===== config.mk =====
export PLATFORM = sky130hd
export DESIGN_NAME = ens_vote_argmax
export DESIGN_NICKNAME = d
export VERILOG_FILES = /design/src/rtl/ens_vote_argmax.sv
export SDC_FILE = /design/constraint.sdc
export NUM_CORES = 1
export LEC_CHECK = 0
export BUFFER_PORTS_ARGS = -buffer_cell sky130_fd_sc_hd__buf_2
export CORE_ASPECT_RATIO = 0.7
export CORE_UTILIZATION = 44
export CTS_CLUSTER_DIAMETER = 120
export DETAILED_ROUTE_END_ITERATION = 10
export SLEW_MARGIN = 10
export SYNTH_ARGS = -nofsm -noshare
export SYNTH_HDL_FRONTEND = slang
export SYNTH_SLANG_ARGS = --single-unit

===== constraint.sdc =====
create_clock -name clk -period 2.6 [get_ports clk]
set_clock_uncertainty 0.05 [all_clocks]
set_input_delay 0 -clock clk [delete_from_list [all_inputs] [get_ports clk]]
set_output_delay 0 -clock clk [all_outputs]
set_load 0.01 [all_outputs]

===== src/rtl/ens_vote_argmax.sv =====
// Ensemble vote accumulator with sequential argmax over the class-wise sums.
// Optional second-best margin output is enabled by defining ENS_VOTE_MARGIN_EN.
module ens_vote_argmax #(
    parameter int unsigned NUM_CLASSES = 10,
    parameter int unsigned SCORE_W     = 2,
    parameter int unsigned NUM_ENS     = 4,
    parameter int unsigned CLASS_W     = 4,
    localparam int unsigned ACC_W      = SCORE_W + $clog2(NUM_ENS)
) (
    input  logic                           clk,
    input  logic                           rst,
    input  logic                           s_valid,
    output logic                           s_ready,
    input  logic [NUM_CLASSES*SCORE_W-1:0] s_scores,
    output logic                           m_valid,
    input  logic                           m_ready,
    output logic [CLASS_W-1:0]             m_class,
`ifdef ENS_VOTE_MARGIN_EN
    output logic [ACC_W-1:0]               m_margin,
`endif
    output logic [ACC_W-1:0]               m_score
);

    localparam int unsigned CNT_W = (NUM_ENS > 1) ? $clog2(NUM_ENS) : 1;
    localparam int unsigned IDX_W = $clog2(NUM_CLASSES + 1);

    typedef enum logic [1:0] {ACCUM, SCAN, HOLD} state_t;

    state_t             state;
    logic [CNT_W-1:0]   cnt;
    logic [IDX_W-1:0]   idx;
    logic [ACC_W-1:0]   acc [NUM_CLASSES];
    logic [ACC_W-1:0]   best_sum;
    logic [CLASS_W-1:0] best_class;
    logic [ACC_W-1:0]   cur;
`ifdef ENS_VOTE_MARGIN_EN
    logic [ACC_W-1:0]   second;
`endif

    // Sum of the class currently under comparison
    always_comb begin
        cur = '0;
        for (int c = 0; c < int'(NUM_CLASSES); c++) begin
            if (idx == IDX_W'(c)) cur = acc[c];
        end
    end

    // Control, accumulation, scan and registered outputs
    always_ff @(posedge clk or posedge rst) begin
        if (rst) begin
            state      <= ACCUM;
            cnt        <= '0;
            idx        <= '0;
            for (int c = 0; c < int'(NUM_CLASSES); c++) acc[c] <= '0;
            best_sum   <= '0;
            best_class <= '0;
            s_ready    <= 1'b0;
            m_valid    <= 1'b0;
            m_class    <= '0;
            m_score    <= '0;
`ifdef ENS_VOTE_MARGIN_EN
            second     <= '0;
            m_margin   <= '0;
`endif
        end else begin
            case (state)
                ACCUM: begin
                    s_ready <= 1'b1;
                    m_valid <= 1'b0;
                    if (s_valid && s_ready) begin
                        for (int c = 0; c < int'(NUM_CLASSES); c++) begin
                            acc[c] <= acc[c] + ACC_W'(s_scores[c*SCORE_W +: SCORE_W]);
                        end
                        if (cnt == CNT_W'(NUM_ENS - 1)) begin
                            cnt     <= '0;
                            idx     <= '0;
                            s_ready <= 1'b0;
                            state   <= SCAN;
                        end else begin
                            cnt <= cnt + CNT_W'(1);
                        end
                    end
                end

                SCAN: begin
                    s_ready <= 1'b0;
                    // Wrap-up cycle after the last class publishes the winner
                    if (idx == IDX_W'(NUM_CLASSES)) begin
                        m_valid <= 1'b1;
                        m_class <= best_class;
                        m_score <= best_sum;
`ifdef ENS_VOTE_MARGIN_EN
                        m_margin <= best_sum - second;
`endif
                        idx     <= '0;
                        state   <= HOLD;
                    end else begin
                        // Strictly greater replaces best, so ties keep the lowest index
                        if (idx == '0 || cur > best_sum) begin
                            best_sum   <= cur;
                            best_class <= CLASS_W'(idx);
`ifdef ENS_VOTE_MARGIN_EN
                            second     <= (idx == '0) ? '0 : best_sum;
                        end else if (cur > second) begin
                            second     <= cur;
`endif
                        end
                        idx <= idx + IDX_W'(1);
                    end
                end

                HOLD: begin
                    s_ready <= 1'b0;
                    if (m_ready) begin
                        for (int c = 0; c < int'(NUM_CLASSES); c++) acc[c] <= '0;
                        best_sum   <= '0;
                        best_class <= '0;
`ifdef ENS_VOTE_MARGIN_EN
                        second     <= '0;
`endif
                        m_valid    <= 1'b0;
                        s_ready    <= 1'b1;
                        state      <= ACCUM;
                    end
                end

                default: begin
                    state   <= ACCUM;
                    s_ready <= 1'b0;
                    m_valid <= 1'b0;
                end
            endcase
        end
    end

endmodule


# Word level (Yosys, flattened, before mapping)
# Cells that the tools add are included.
# word_totals
ff_bits	66
inputBits	24
output_inout_bits	10
word_cells	102
# op_classes
n_addsub	12
magnitude_cmp	1
n_eq_ne	19
n_mux	37
n_reduce_logical	14
# ops
op	count
40-bit two-way mux	2
40-bit one-hot mux with 2 select lines	1
4-bit two-way mux	18
4-bit by 2-bit adder with 4-bit output	10
4-bit one-hot mux with 2 select lines	3
4-bit by 3-bit == test with 1-bit output (second input constant)	4
4-bit == test (second input constant)	3
2-bit inequality test (second input constant)	6
2-bit two-way mux	5
4-bit by 2-bit == test with 1-bit output (second input constant)	2
4-bit AND reduction	2
2-bit one-hot mux with 3 select lines	1
2-bit AND reduction	3
3-bit AND reduction	2
2-bit nonzero test	3
1-bit two-way mux	5
4-bit by 1-bit adder with 4-bit output (second input constant)	1
2-bit == test (second input constant)	2
4-bit by 1-bit == test with 1-bit output (second input constant)	1
4-bit greater-than comparator	1
4-bit zero test	1
1-bit one-hot mux with 2 select lines	2
2-bit by 1-bit adder with 2-bit output (second input constant)	1
2-bit by 1-bit == test with 1-bit output (second input constant)	1
3 further kinds	3

# Logic depth before layout (Yosys ltp)
# logic_depth
word_depth	16
mapped_depth	13
ltp_nobuf	10

# Worst setup path before layout
# Ideal clock, no wire load.
# synth_timing
path_type	register -> register
startpoint	register idx[2]
endpoint	register best_class[0]
setup_time_ns	0.125
arrival_ns	2.555
t_required_ns	2.425
path_slack_ns	-0.129
stages_incl_launch_ff	11
path_buffers	1
synth_period_minus_slack_ns	2.729
path_cell_list	dfrtp_1 > buf_4 > nand4b_1 > nor2_1 > or4b_1 > o311ai_2 > ha_1 > a21oi_1 > o21ai_0 > a21oi_4 > mux2_2
# synth_between
elab_chain_cells	15
elab_cells_between_ends	26
cone_classes	1 x order compare; 12 x eq/ne; 10 x mux; 3 x reduce/logical
# synth_rtl
item	line	text
start, declared	31	logic [IDX_W-1:0] idx;
start signal, assigned	108	idx <= idx + IDX_W'(1);
4-bit zero test	44, 99	
4-bit two-way mux (10 in series)	44	if (idx == IDX_W'(c)) cur = acc[c];
4-bit greater-than comparator	99	if (idx == '0 || cur > best_sum) begin
1-bit logical OR	99	
2-bit inequality test (no line)	-	
4-bit AND reduction (no line) *	-	
end signal, assigned	101	best_class <= CLASS_W'(idx);
end, declared	34	logic [CLASS_W-1:0] best_class;
# Mark *: on every way between the ends. The rest lies on a longest branch, timed or not.
# A chain may end at the register's enable or synchronous reset.

# Worst setup path in the final report
# layout_timing
startpoint	register idx[1]
endpoint	register best_sum[2]
# layout_between
elab_chain_cells	15
elab_cells_between_ends	29
cone_classes	1 x order compare; 12 x eq/ne; 13 x mux; 3 x reduce/logical
# layout_rtl
item	line	text
4-bit zero test	44, 99	
4-bit two-way mux (10 in series)	44	
4-bit greater-than comparator	99	
1-bit logical OR	99	
2-bit inequality test (no line)	-	
4-bit AND reduction (no line)	-	
end signal, assigned	100	best_sum <= cur;
end, declared	33	logic [ACC_W-1:0] best_sum;
# Parallel ways exist; a longest one is shown, timed or not. The select of a mux whose other input is x is not followed.

==> metrics.md <==
| Metric | Value |
|---|---|
| Num CTS Buffers | 9 |
| Clock Latency Late Sink | 330 ps |
| Diodes inserted | 0 |
| Pleak | 0.00252 µW |
| Launch point of the worst path | idx[1] |
| Layout Cells excl Fill | 576 |
| Post-Syn Area | 3870 µm² |
| Clock buffer depth | 2 |
| Initial DRC Count | 188 |
| Tot GR Track Use | 21.4% |
| CTS tree | yes |
| Max Clk Rate | 0.364 GHz |
| PortBufs | 33 |
| CTS root buf | clkbuf_16 |
| Critical Path Max Stage Delay | 430 ps |
| Final worst slack | -145 ps |
| Avg Vias per Cell | 5.24 |
| CP Depth | 12 |
| RSZ-0062 raised after global routing | true |
| # Max-Cap Violations | 0 |
| Clk pin slew, worst setup/hold paths | 50 ps |
| Failing checks | negative setup slack |
| Die H | 80.5 µm |
| Mapped Avg Cell Area | 10.6 µm² |
| #FFs+latches synth | 66 |
| Worst min-delay path class | input port to flip-flop |
| EDFF count, synth | 0 |
| DP Worst Slack | -300 ps |
| Fraction of layout cells with a size suffix above 1 | 31.6% |
| Syn Inst Count | 364 |
| Initial Utilization | 45.6% |
| ANT nets after route | 0 |
| WL per Instance | 15.3 µm |
| DRT Pass-1 Iters | 4 |
| Remaining Overflow, GRT | 0 |
| DRC | 0 |
| Critical path required time | 2760 ps |
| Worst-margin pin slew | 833 ps |
| Rows | 28 |
| Reg2reg setup slack | -150 ps |
| Syn nets | 423 |
| # placed instances | 530 |
| Vias | 3021 |
| Crit path to | best_sum[2] |
| Most common cell on crit path | buf_4 |
| Reg-to-Reg Start | idx[1] |
| Final core utilization | 59.7% |
| Top Ports | 34 |
| Worst setup path category | flip-flop to flip-flop |
| Reg-to-Reg End | best_sum[2] |
| Most frequent cells in the layout | dfrtp_1, buf_4, nor2_1, buf_2, nand2_1 |
| Maximum VDD drop | 0.000577 V |
| Finish-stage setup viols | 8 |
| Run status | finished, violations left |
| Hold violation count in the final report | 0 |
| Register area share after synthesis | 42.7% |
| Final worst-path cycle share | 106% |
| Crit path launch type | flip-flop |
| Worst path slowest cell | dfrtp_2 |
| Number of global-route vias before repair | 2928 |
| Initial antenna violation count | 0 |
| First-pass GRT wire length | 14700 µm |
| DIE WIDTH | 114 µm |
| Top Family by Delay on Critical Path | compound AO/OA/AOI/OAI gates |
| Nets | 510 |
| Async S/R FF share, synth | 100% |
| Most common cell after layout, fill and taps aside | dfrtp_1 |
| Final WL | 8810 µm |
| CP arrival | 2910 ps |
| Headroom to the max-slew limit | 44.3% |
| Post-DP HPWL | 6210 µm |
| Fin. max-slew vios | 0 |
| CP bufs+invs | 4 |
| RePlAce Congestion | 0.865 |
| Pwr dens | 1360 nW/µm² |
| CP Capture Type | flip-flop |
| Syn. warnings | 0 |
| Core Region | 8480 µm² |
| Yosys cell types | 52 |
| Clock sink count | 66 |
| R2r worst-path depth | 12 |
| H-tree depth | 3 |
| Pin count of the biggest net entering global routing | 44 |
| Ys flop type | dfrtp_1 |
| CP Max Fanout | 8 |
| Critical path cell sequence | buf_4, buf_4, buf_4, o21bai_1, a211o_1, o2111ai_1, a31oi_1, ha_2, a41oi_2, a21oi_4, buf_12, mux2_4 |
| Min cycle time layout | 2750 ps |
| Area Growth Syn to Fin | 30.7% |
| Die footprint | 9180 µm² |
-- cell usage after synthesis (all sizes together), types with 7 or more instances --
cell type,instances,area [µm²]
ha,25,313
mux2,14,161
nand3,11,55.1
a22o,20,175
nand2,30,113
inv,14,52.6
nor2b,7,58.8
nor2,35,131
a21o,12,90.1
a21oi,12,71.3
buf,9,57.6
clkbuf,12,46.3
xor2,17,149
o21ai,19,95.1
fa,10,200
dfrtp,66,1650
-- worst min-delay path by stage --
stage,depth (start not counted),start,end
2_1_floorplan,1,m_ready,state[1]
3_3_place_gp,2,rst,best_class[2]
3_5_place_dp,2,rst,best_class[2]
4_1_cts,3,s_scores[11],acc[17]
5_1_grt,3,s_scores[13],acc[13]
6_report,4,s_valid,s_ready
-- power by group --
group | switching [µW] | total [µW] | internal, µW
clock | 419 | 1190 | 774
combinational | 1700 | 3770 | 2060
sequential | 432 | 1930 | 1500
total | 2550 | 6890 | 4340
-- area by class of cell --
class / instances / area [µm²]
clock buffers: 15 / 298
multi-input cells: 263 / 2180
well taps: 120 / 150
fillers: 737 / 3420
flip-flops and latches: 66 / 1650
repair buffers: 97 / 719
clock inverters: 1 / 5.00
inverters: 14 / 52.6
-- worst min-delay path: stages --
cell and delay (ps):
buf_2 100, nand3_1 100, mux2i_1 70, nor2_1 90
-- cells by family (layout without fill, tap and decap cells) --
| group | after synthesis | after routing | synth area share, % |
|---|---|---|---|
| compound gates | 91 | 91 | 17.8 |
| xor+xnor | 20 | 20 | 4.53 |
| fa+ha+maj | 35 | 35 | 13.3 |
| buf+inv | 35 | 127 | 4.04 |
| flops | 66 | 66 | 42.7 |
| mux | 17 | 17 | 4.95 |
| simple gates | 100 | 100 | 12.8 |
-- per-layer routing --
metal	global-route usage [%]	up-vias	wire length (µm)
met1	31.0	1493	4420
li1	-	1461	-
met2	30.8	62	3840
met5	0	-	0
met3	5.81	5	484
met4	6.75	0	68
-- flip-flops by register name, summed over array words and instances, names as in the netlist --
signal      flops
acc            40
m_score         4
best_sum        4
m_class         4
idx             4
best_class      4
m_valid         1
cnt             2
s_ready         1
state           2
-- stage by stage --
step	hold slack [ps]	total power [µW]	setup TNS, ps	area, µm²
after floorplan	57.3	4060	-697	3900
after global placement	143	5050	-2020	4380
after CTS	35.1	6610	-1230	4920
after global routing	55.1	7430	-1920	5060
final	40.4	6890	-1070	5060
after detailed placement	143	5130	-2210	4380
-- what timing repair did --
| action | 4_1_cts | 5_1_grt |
|---|---|---|
| gates resized for setup | 10 | 19 |
| hold buffers | 12 | 0 |
| buffers inserted | 9 | 9 |
| pin swaps | 8 | 10 |
| endpoints found under the hold margin | 48 | 0 |
| endpoints found under the setup margin | 8 | 8 |
Note: power is estimated with default switching activity, not from simulation.
